**src/rtl/square_cursor_ctrl_if.sv**
```systemverilog
// Cursor control bus: buttons and encoder in, square position and colour out.
// Inputs drive the controller; position, colour and move pulse come back.
interface square_cursor_ctrl_if;
    logic [4:0] iBTN;
    logic       iKnobStep;
    logic       iKnobDir;
    logic [7:0] oXPos;
    logic [7:0] oYPos;
    logic [2:0] oColor;
    logic       oMoved;

    modport master (
        output iBTN, iKnobStep, iKnobDir,
        input  oXPos, oYPos, oColor, oMoved
    );

    modport slave (
        input  iBTN, iKnobStep, iKnobDir,
        output oXPos, oYPos, oColor, oMoved
    );
endinterface

```
**src/rtl/square_cursor_ctrl.sv**
```systemverilog
// Square cursor: button steps with hold auto-repeat, saturating moves, encoder colour.
// Ports: Clock, Reset (async, active-high), bus (slave side of square_cursor_ctrl_if).
module square_cursor_ctrl #(
    parameter int STEP          = 8,
    parameter int SQUARE        = 32,
    parameter int HOLD_DELAY    = 12_500_000,
    parameter int REPEAT_PERIOD = 5_000_000,
    parameter int CW            = 24
) (
    input  logic                 Clock,
    input  logic                 Reset,
    square_cursor_ctrl_if.slave  bus
);

    localparam int XYMAX  = 256 - SQUARE;
    localparam int CENTER = XYMAX / 2;

    localparam logic [8:0]    MAX9      = 9'(XYMAX);
    localparam logic [8:0]    STEP9     = 9'(STEP);
    localparam logic [7:0]    CTR8      = 8'(CENTER);
    localparam logic [CW-1:0] HOLD_LAST = CW'(HOLD_DELAY - 1);
    localparam logic [CW-1:0] REP_LAST  = CW'(REPEAT_PERIOD - 1);

    typedef enum logic [1:0] {
        IDLE,
        DELAY,
        REPEAT
    } state_t;

    state_t        state, state_n;
    logic [4:0]    rBtn;
    logic [4:0]    held, held_n;
    logic [CW-1:0] cnt, cnt_n;
    logic [CW-1:0] last;
    logic          step;

    logic [7:0] x, y, x_n, y_n;
    logic [2:0] color, color_n;
    logic       moved, moved_n;

    // Widened to 9 bits so the add cannot wrap before clamping.
    function automatic logic [7:0] inc_sat(input logic [7:0] v);
        logic [8:0] s;
        s = {1'b0, v} + STEP9;
        return (s > MAX9) ? MAX9[7:0] : s[7:0];
    endfunction

    function automatic logic [7:0] dec_sat(input logic [7:0] v);
        return ({1'b0, v} < STEP9) ? 8'd0 : v - STEP9[7:0];
    endfunction

    assign last = (state == DELAY) ? HOLD_LAST : REP_LAST;

    always_comb begin
        state_n = state;
        held_n  = held;
        cnt_n   = cnt;
        step    = 1'b0;
        unique case (state)
            IDLE: begin
                if (rBtn != '0) begin
                    step    = 1'b1;
                    held_n  = rBtn;
                    cnt_n   = '0;
                    state_n = DELAY;
                end
            end
            DELAY, REPEAT: begin
                if (rBtn == '0) begin
                    cnt_n   = '0;
                    state_n = IDLE;
                end else if (rBtn != held) begin
                    // New pattern restarts the hold delay.
                    step    = 1'b1;
                    held_n  = rBtn;
                    cnt_n   = '0;
                    state_n = DELAY;
                end else if (cnt == last) begin
                    step    = 1'b1;
                    cnt_n   = '0;
                    state_n = REPEAT;
                end else begin
                    cnt_n = cnt + 1'b1;
                end
            end
            default: begin
                state_n = IDLE;
            end
        endcase
    end

    // rBtn bits: [4]UP [3]DOWN [2]LEFT [1]RIGHT [0]CNTR
    always_comb begin
        x_n = x;
        y_n = y;
        if (step) begin
            if (rBtn[0]) begin
                x_n = CTR8;
                y_n = CTR8;
            end else begin
                unique case (rBtn[2:1])
                    2'b01:   x_n = inc_sat(x);
                    2'b10:   x_n = dec_sat(x);
                    default: x_n = x;
                endcase
                unique case (rBtn[4:3])
                    2'b01:   y_n = inc_sat(y);
                    2'b10:   y_n = dec_sat(y);
                    default: y_n = y;
                endcase
            end
        end
        moved_n = (x_n != x) || (y_n != y);
    end

    // Colour cycles through 1..7, skipping black.
    always_comb begin
        color_n = color;
        if (bus.iKnobStep) begin
            if (bus.iKnobDir) begin
                color_n = (color == 3'd7) ? 3'd1 : color + 3'd1;
            end else begin
                color_n = (color == 3'd1) ? 3'd7 : color - 3'd1;
            end
        end
    end

    always_ff @(posedge Clock or posedge Reset) begin
        if (Reset) begin
            state <= IDLE;
            rBtn  <= '0;
            held  <= '0;
            cnt   <= '0;
            x     <= CTR8;
            y     <= CTR8;
            color <= 3'b100;
            moved <= 1'b0;
        end else begin
            state <= state_n;
            rBtn  <= bus.iBTN;
            held  <= held_n;
            cnt   <= cnt_n;
            x     <= x_n;
            y     <= y_n;
            color <= color_n;
            moved <= moved_n;
        end
    end

    assign bus.oXPos  = x;
    assign bus.oYPos  = y;
    assign bus.oColor = color;
    assign bus.oMoved = moved;

endmodule
```
**src/flat_wrapper.sv**
```systemverilog
// flat-port wrapper written by rule: the top's interface ports become plain ports
module square_cursor_ctrl_flat 
#(
    parameter int STEP          = 8,
    parameter int SQUARE        = 32,
    parameter int HOLD_DELAY    = 12_500_000,
    parameter int REPEAT_PERIOD = 5_000_000,
    parameter int CW            = 24
)
  (Clock, Reset, bus_iBTN, bus_iKnobStep, bus_iKnobDir, bus_oXPos, bus_oYPos, bus_oColor, bus_oMoved);
  square_cursor_ctrl_if bus_i ();
  input  logic Clock;
  input  logic Reset;
  input wire logic [$bits(bus_i.iBTN)-1:0] bus_iBTN;
  input wire logic [$bits(bus_i.iKnobStep)-1:0] bus_iKnobStep;
  input wire logic [$bits(bus_i.iKnobDir)-1:0] bus_iKnobDir;
  output wire logic [$bits(bus_i.oXPos)-1:0] bus_oXPos;
  output wire logic [$bits(bus_i.oYPos)-1:0] bus_oYPos;
  output wire logic [$bits(bus_i.oColor)-1:0] bus_oColor;
  output wire logic [$bits(bus_i.oMoved)-1:0] bus_oMoved;
  assign bus_i.iBTN = bus_iBTN;
  assign bus_i.iKnobStep = bus_iKnobStep;
  assign bus_i.iKnobDir = bus_iKnobDir;
  assign bus_oXPos = bus_i.oXPos;
  assign bus_oYPos = bus_i.oYPos;
  assign bus_oColor = bus_i.oColor;
  assign bus_oMoved = bus_i.oMoved;
  square_cursor_ctrl #(.STEP(STEP), .SQUARE(SQUARE), .HOLD_DELAY(HOLD_DELAY), .REPEAT_PERIOD(REPEAT_PERIOD), .CW(CW)) u_core (.Clock(Clock), .Reset(Reset), .bus(bus_i));
endmodule
```
**config.mk**
```make
export PLATFORM = sky130hd
export DESIGN_NAME = square_cursor_ctrl_flat
export DESIGN_NICKNAME = d
export VERILOG_FILES = /design/src/rtl/square_cursor_ctrl_if.sv /design/src/rtl/square_cursor_ctrl.sv /design/src/flat_wrapper.sv
export SDC_FILE = /design/constraint.sdc
export NUM_CORES = 1
export LEC_CHECK = 0
export CORE_ASPECT_RATIO = 0.5
export CORE_UTILIZATION = 45
export CTS_BUF_LIST = sky130_fd_sc_hd__clkbuf_8
export CTS_CLUSTER_SIZE = 16
export DETAILED_ROUTE_END_ITERATION = 10
export HOLD_SLACK_MARGIN = 0.02
export MAX_ROUTING_LAYER = met4
export PLACE_DENSITY = 0.76
export SLEW_MARGIN = 10
export SYNTH_ARGS = -nofsm -noshare
export SYNTH_HDL_FRONTEND = slang
export SYNTH_SLANG_ARGS = --single-unit
```
**constraint.sdc**
```tcl
create_clock -name Clock -period 4.6 [get_ports Clock]
set_input_delay 0.69 -clock Clock [delete_from_list [all_inputs] [get_ports Clock]]
set_output_delay 0.69 -clock Clock [all_outputs]
set_load 0.02 [all_outputs]
```
==> metrics.md <==
| Metric | Value |
|---|---|
| CTS Buffer Depth | `2` |
| Largest net degree at the start of global routing | `57` |
| Drt drc | `2` |
| Top FF cell, synth | `dfrtp_1` |
| VDD IR-drop max | `0.149 mV` |
| Number of global-route vias before repair | `3,158` |
| Core Area | `8030 um^2` |
| R2r setup slk | `0.97 ns` |
| Seq/Total Area, Yosys | `0.377` |
| Slew HR | `0.455` |
| Chip width | `131 um` |
| Final hold slack | `0.512 ns` |
| # hold bufs at CTS | `0` |
| Commonest non-fill, non-tap cells in the layout | `49 x dfrtp_1, 45 x nand2_1, 39 x nor2_1` |
| Setup Crit Path Kind | `register to register` |
| Antenna cells | `0` |
| CTS resizes | `0` |
| Outcome | `complete, but fails checks` |
| Crit end category | `register` |
| Synth async-reset ratio | `1.00` |
| Reg power frac | `0.418` |
| Setup bufs post-CTS | `0` |
| DR vias/cell | `5.95` |
| 1st-pass router iterations | `8` |
| Gate Count Post-Synth | `roughly 440` |
| First-pass GRT wire length | `around 15,000 um` |
| Synth warn | `0` |
| Die area | `8710 um^2` |
| Crit Path Max Fanout | `17` |
| Int Power | `about 1 mW` |
| Clk Latency, worst-skew pair | `0.32 ns` |
| Worst hold path class | `register to register` |
| Setup TNS | `0 ns` |
| CTS H-tree lvls | `2` |
| Slowest-stage cell, CP | `or4_1` |
| Sw Ratio | `0.411` |
| Clock Skew | `0.0107 ns` |
| Clk pin slew, worst setup/hold paths | `around 0.10 ns` |
| GRT overflow | `0` |
| CP Data Arrival Time | `3.82 ns` |
| Share of post-route cells with drive strength above 1 | `0.0652` |
| MaxCap Viol Count | `0` |
| EDFF count, synth | `0` |
| Starting Density | `0.466` |
| RSZ-0062 raised after global routing | `false` |
| Min cycle time layout | `3.63 ns` |
| Area grow syn2layout | `11.8%` |
| Commonest non-fill, non-tap cell in the layout | `dfrtp_1` |
| GPL Wtd Cong | `0.927` |
| Worst path required time | `4.79 ns` |
| Syn nets | `around 470` |
| Setup crit start kind | `register` |
| Switch Pwr | `0.693 mW` |
| WL/cell | `about 15 um` |
| Failing checks | `design-rule violations` |
| Hpwl dp | `6110 um` |
| Post-Syn Area | `3740 um^2` |
| Worst path max stage delay | `around 0.51 ns` |
| Power Total | `1.68 mW` |
| Final net count | `about 480` |
| CTS tree | `built` |
| Combinational Power Share | `0.419` |
| Final setup fails | `0` |
| Die H | `66.5 um` |
| Synth cell types | `63` |
| Remaining antenna violation count | `0` |
| Initial antenna violation count | `0` |
| Final wirelength | `8630 um` |
| IO Count | `29` |
| Final worst-path cycle share | `0.790` |
| GRT Resource Usage Total | `0.221` |
| #FFs+latches synth | `56` |
| Cts bufs inserted | `5` |
| Fill cell count | `740` |
| DR iter-0 viols | `389` |
| Fmax | `roughly 0.28 GHz` |
| Fin. Hold Viols | `0` |
| Avg Inst Size Synth | `~8.5 um^2` |
| Final Max Tran Viols | `0` |
| Clock share of power | `0.164` |
| Worst-Margin Slew | `0.818 ns` |
| Count of input and output buffers | `28` |
| Clock sinks | `56` |
| Rows | `23` |
| Routed via count | `between 3,000 and 4,000` |
| Root buffer cell | `clkbuf_8` |
| Power Dens Cells | `402 nW/um^2` |
| Leak Pwr | `1.72 nW` |
| CP cell instances | `ha_1, or4_1, or4_4, a2111oi_4, o31a_2, nand3b_4, a2111o_1, nor4_1, o221ai_1` |
==> metal layers <==
metal | share of wire | wire length [um] | global-route usage | vias up
li1 | - | - | - | 1650
met1 | 0.47 | 4070 | 0.288 | 1633
met2 | 0.47 | 4070 | 0.366 | 109
met3 | 0.045 | 386 | 0.0313 | 13
met4 | 0.011 | 95 | 0.0532 | 0
met5 | 0 | 0 | - | -
==> cells in the mapped netlist, drive strengths merged, types with 2 or more instances <==
cell type / count / area [um^2]
a2111oi: 2 / 36.3
a211oi: 4 / 30.0
a21oi: 27 / 135
a22o: 2 / 17.5
a22oi: 2 / 15.0
a32o: 2 / 20.0
a32oi: 2 / 17.5
and2: 5 / 31.3
and3: 13 / 81.3
and4: 3 / 26.3
and4b: 3 / 30.0
buf: 2 / 15.0
clkbuf: 18 / 67.6
dfrtp: 49 / 1230
dfstp: 7 / 184
ha: 16 / 200
inv: 27 / 101
mux2: 5 / 56.3
mux2i: 3 / 30.0
nand2: 45 / 169
nand2b: 4 / 25.0
nand3: 21 / 105
nand3b: 2 / 27.5
nand4: 8 / 50.1
nor2: 39 / 146
nor2b: 6 / 37.5
nor3: 11 / 55.1
nor4: 7 / 43.8
nor4b: 3 / 26.3
o2111ai: 3 / 26.3
o211ai: 2 / 15.0
o21a: 3 / 22.5
o21ai: 31 / 155
o221ai: 3 / 26.3
o22ai: 7 / 43.8
o31ai: 9 / 67.6
or3: 9 / 56.3
or4: 5 / 41.3
xnor2: 7 / 61.3
xor2: 7 / 61.3
==> logic make-up after synthesis <==
kind of cell | Yosys count | share of synthesized area
XOR/XNOR | 14 | 0.0327
multiplexers | 8 | 0.0231
adder cells (fa/ha/maj) | 16 | 0.0535
buffers and inverters | 47 | 0.0491
flip-flops | 56 | 0.377
AO/OA/AOI/OAI | 113 | 0.202
AND/OR/NAND/NOR | 188 | 0.263
==> final cells by class <==
type	count	area, um^2	share of cell area
tap	112	140	0.0335
sequential	56	1410	0.337
clock buffer	5	68.8	0.0164
clock inverter	3	20.0	0.00478
inverter	27	101	0.0242
timing repair buffer	30	295	0.0705
multi-input combinational	339	2150	0.514
==> state kept, by name, summed over array words and instances, names as in the netlist <==
name               cells
u_core.rBtn            5
u_core.bus.oMoved      1
u_core.bus.oColor      3
u_core.bus.oXPos       8
u_core.held            5
u_core.bus.oYPos       8
u_core.state           2
u_core.cnt            24
==> power groups by stage <==
stage / clock, mW / sequential, mW / combinational, mW
6_report: 0.276 / 0.704 / 0.705
5_1_grt: 0.299 / 0.718 / 0.781
3_5_place_dp: 0 / 0.711 / 0.696
2_1_floorplan: 0 / 0.688 / 0.511
3_3_place_gp: 0 / 0.711 / 0.682
4_1_cts: 0.281 / 0.702 / 0.701
==> per-stage QoR <==
step	area (um^2)	util	worst slack (ns)	cells
floorplan	3740	-	1.36	442
global placement	4100	0.510	1.12	564
detailed placement	4100	0.510	1.00	564
CTS	4190	0.521	0.973	572
global route	4190	0.521	0.790	572
finish	4190	0.521	0.968	572
==> critical path: cells and delay by family (launching register included) <==
family | cells | cell delay [ns]
simple gates | 4 | 1.42
compound gates | 4 | 1.36
flops | 1 | 0.43
fa+ha+maj | 1 | 0.29
==> path summary, 6_finish.rpt <==
| kind | startpoint | end | depth (start not counted) |
|---|---|---|---|
| max | u_core.state[0]$_DFFE_PP0P_ | u_core.bus.oMoved$_DFF_PP0_ | 9 |
| min | u_core.state[1]$_DFFE_PP0P_ | u_core.state[1]$_DFFE_PP0P_ | 2 |
| max reg2reg | u_core.state[0]$_DFFE_PP0P_ | u_core.bus.oMoved$_DFF_PP0_ | 9 |
| min reg2reg | u_core.state[1]$_DFFE_PP0P_ | u_core.state[1]$_DFFE_PP0P_ | 2 |
| max in group asynchronous | Reset | u_core.bus.oYPos[7]$_DFF_PP0_ | 3 |
| min in group asynchronous | Reset | u_core.bus.oColor[1]$_DFFE_PP0P_ | 3 |
Note: power is estimated with default switching activity, not from simulation.
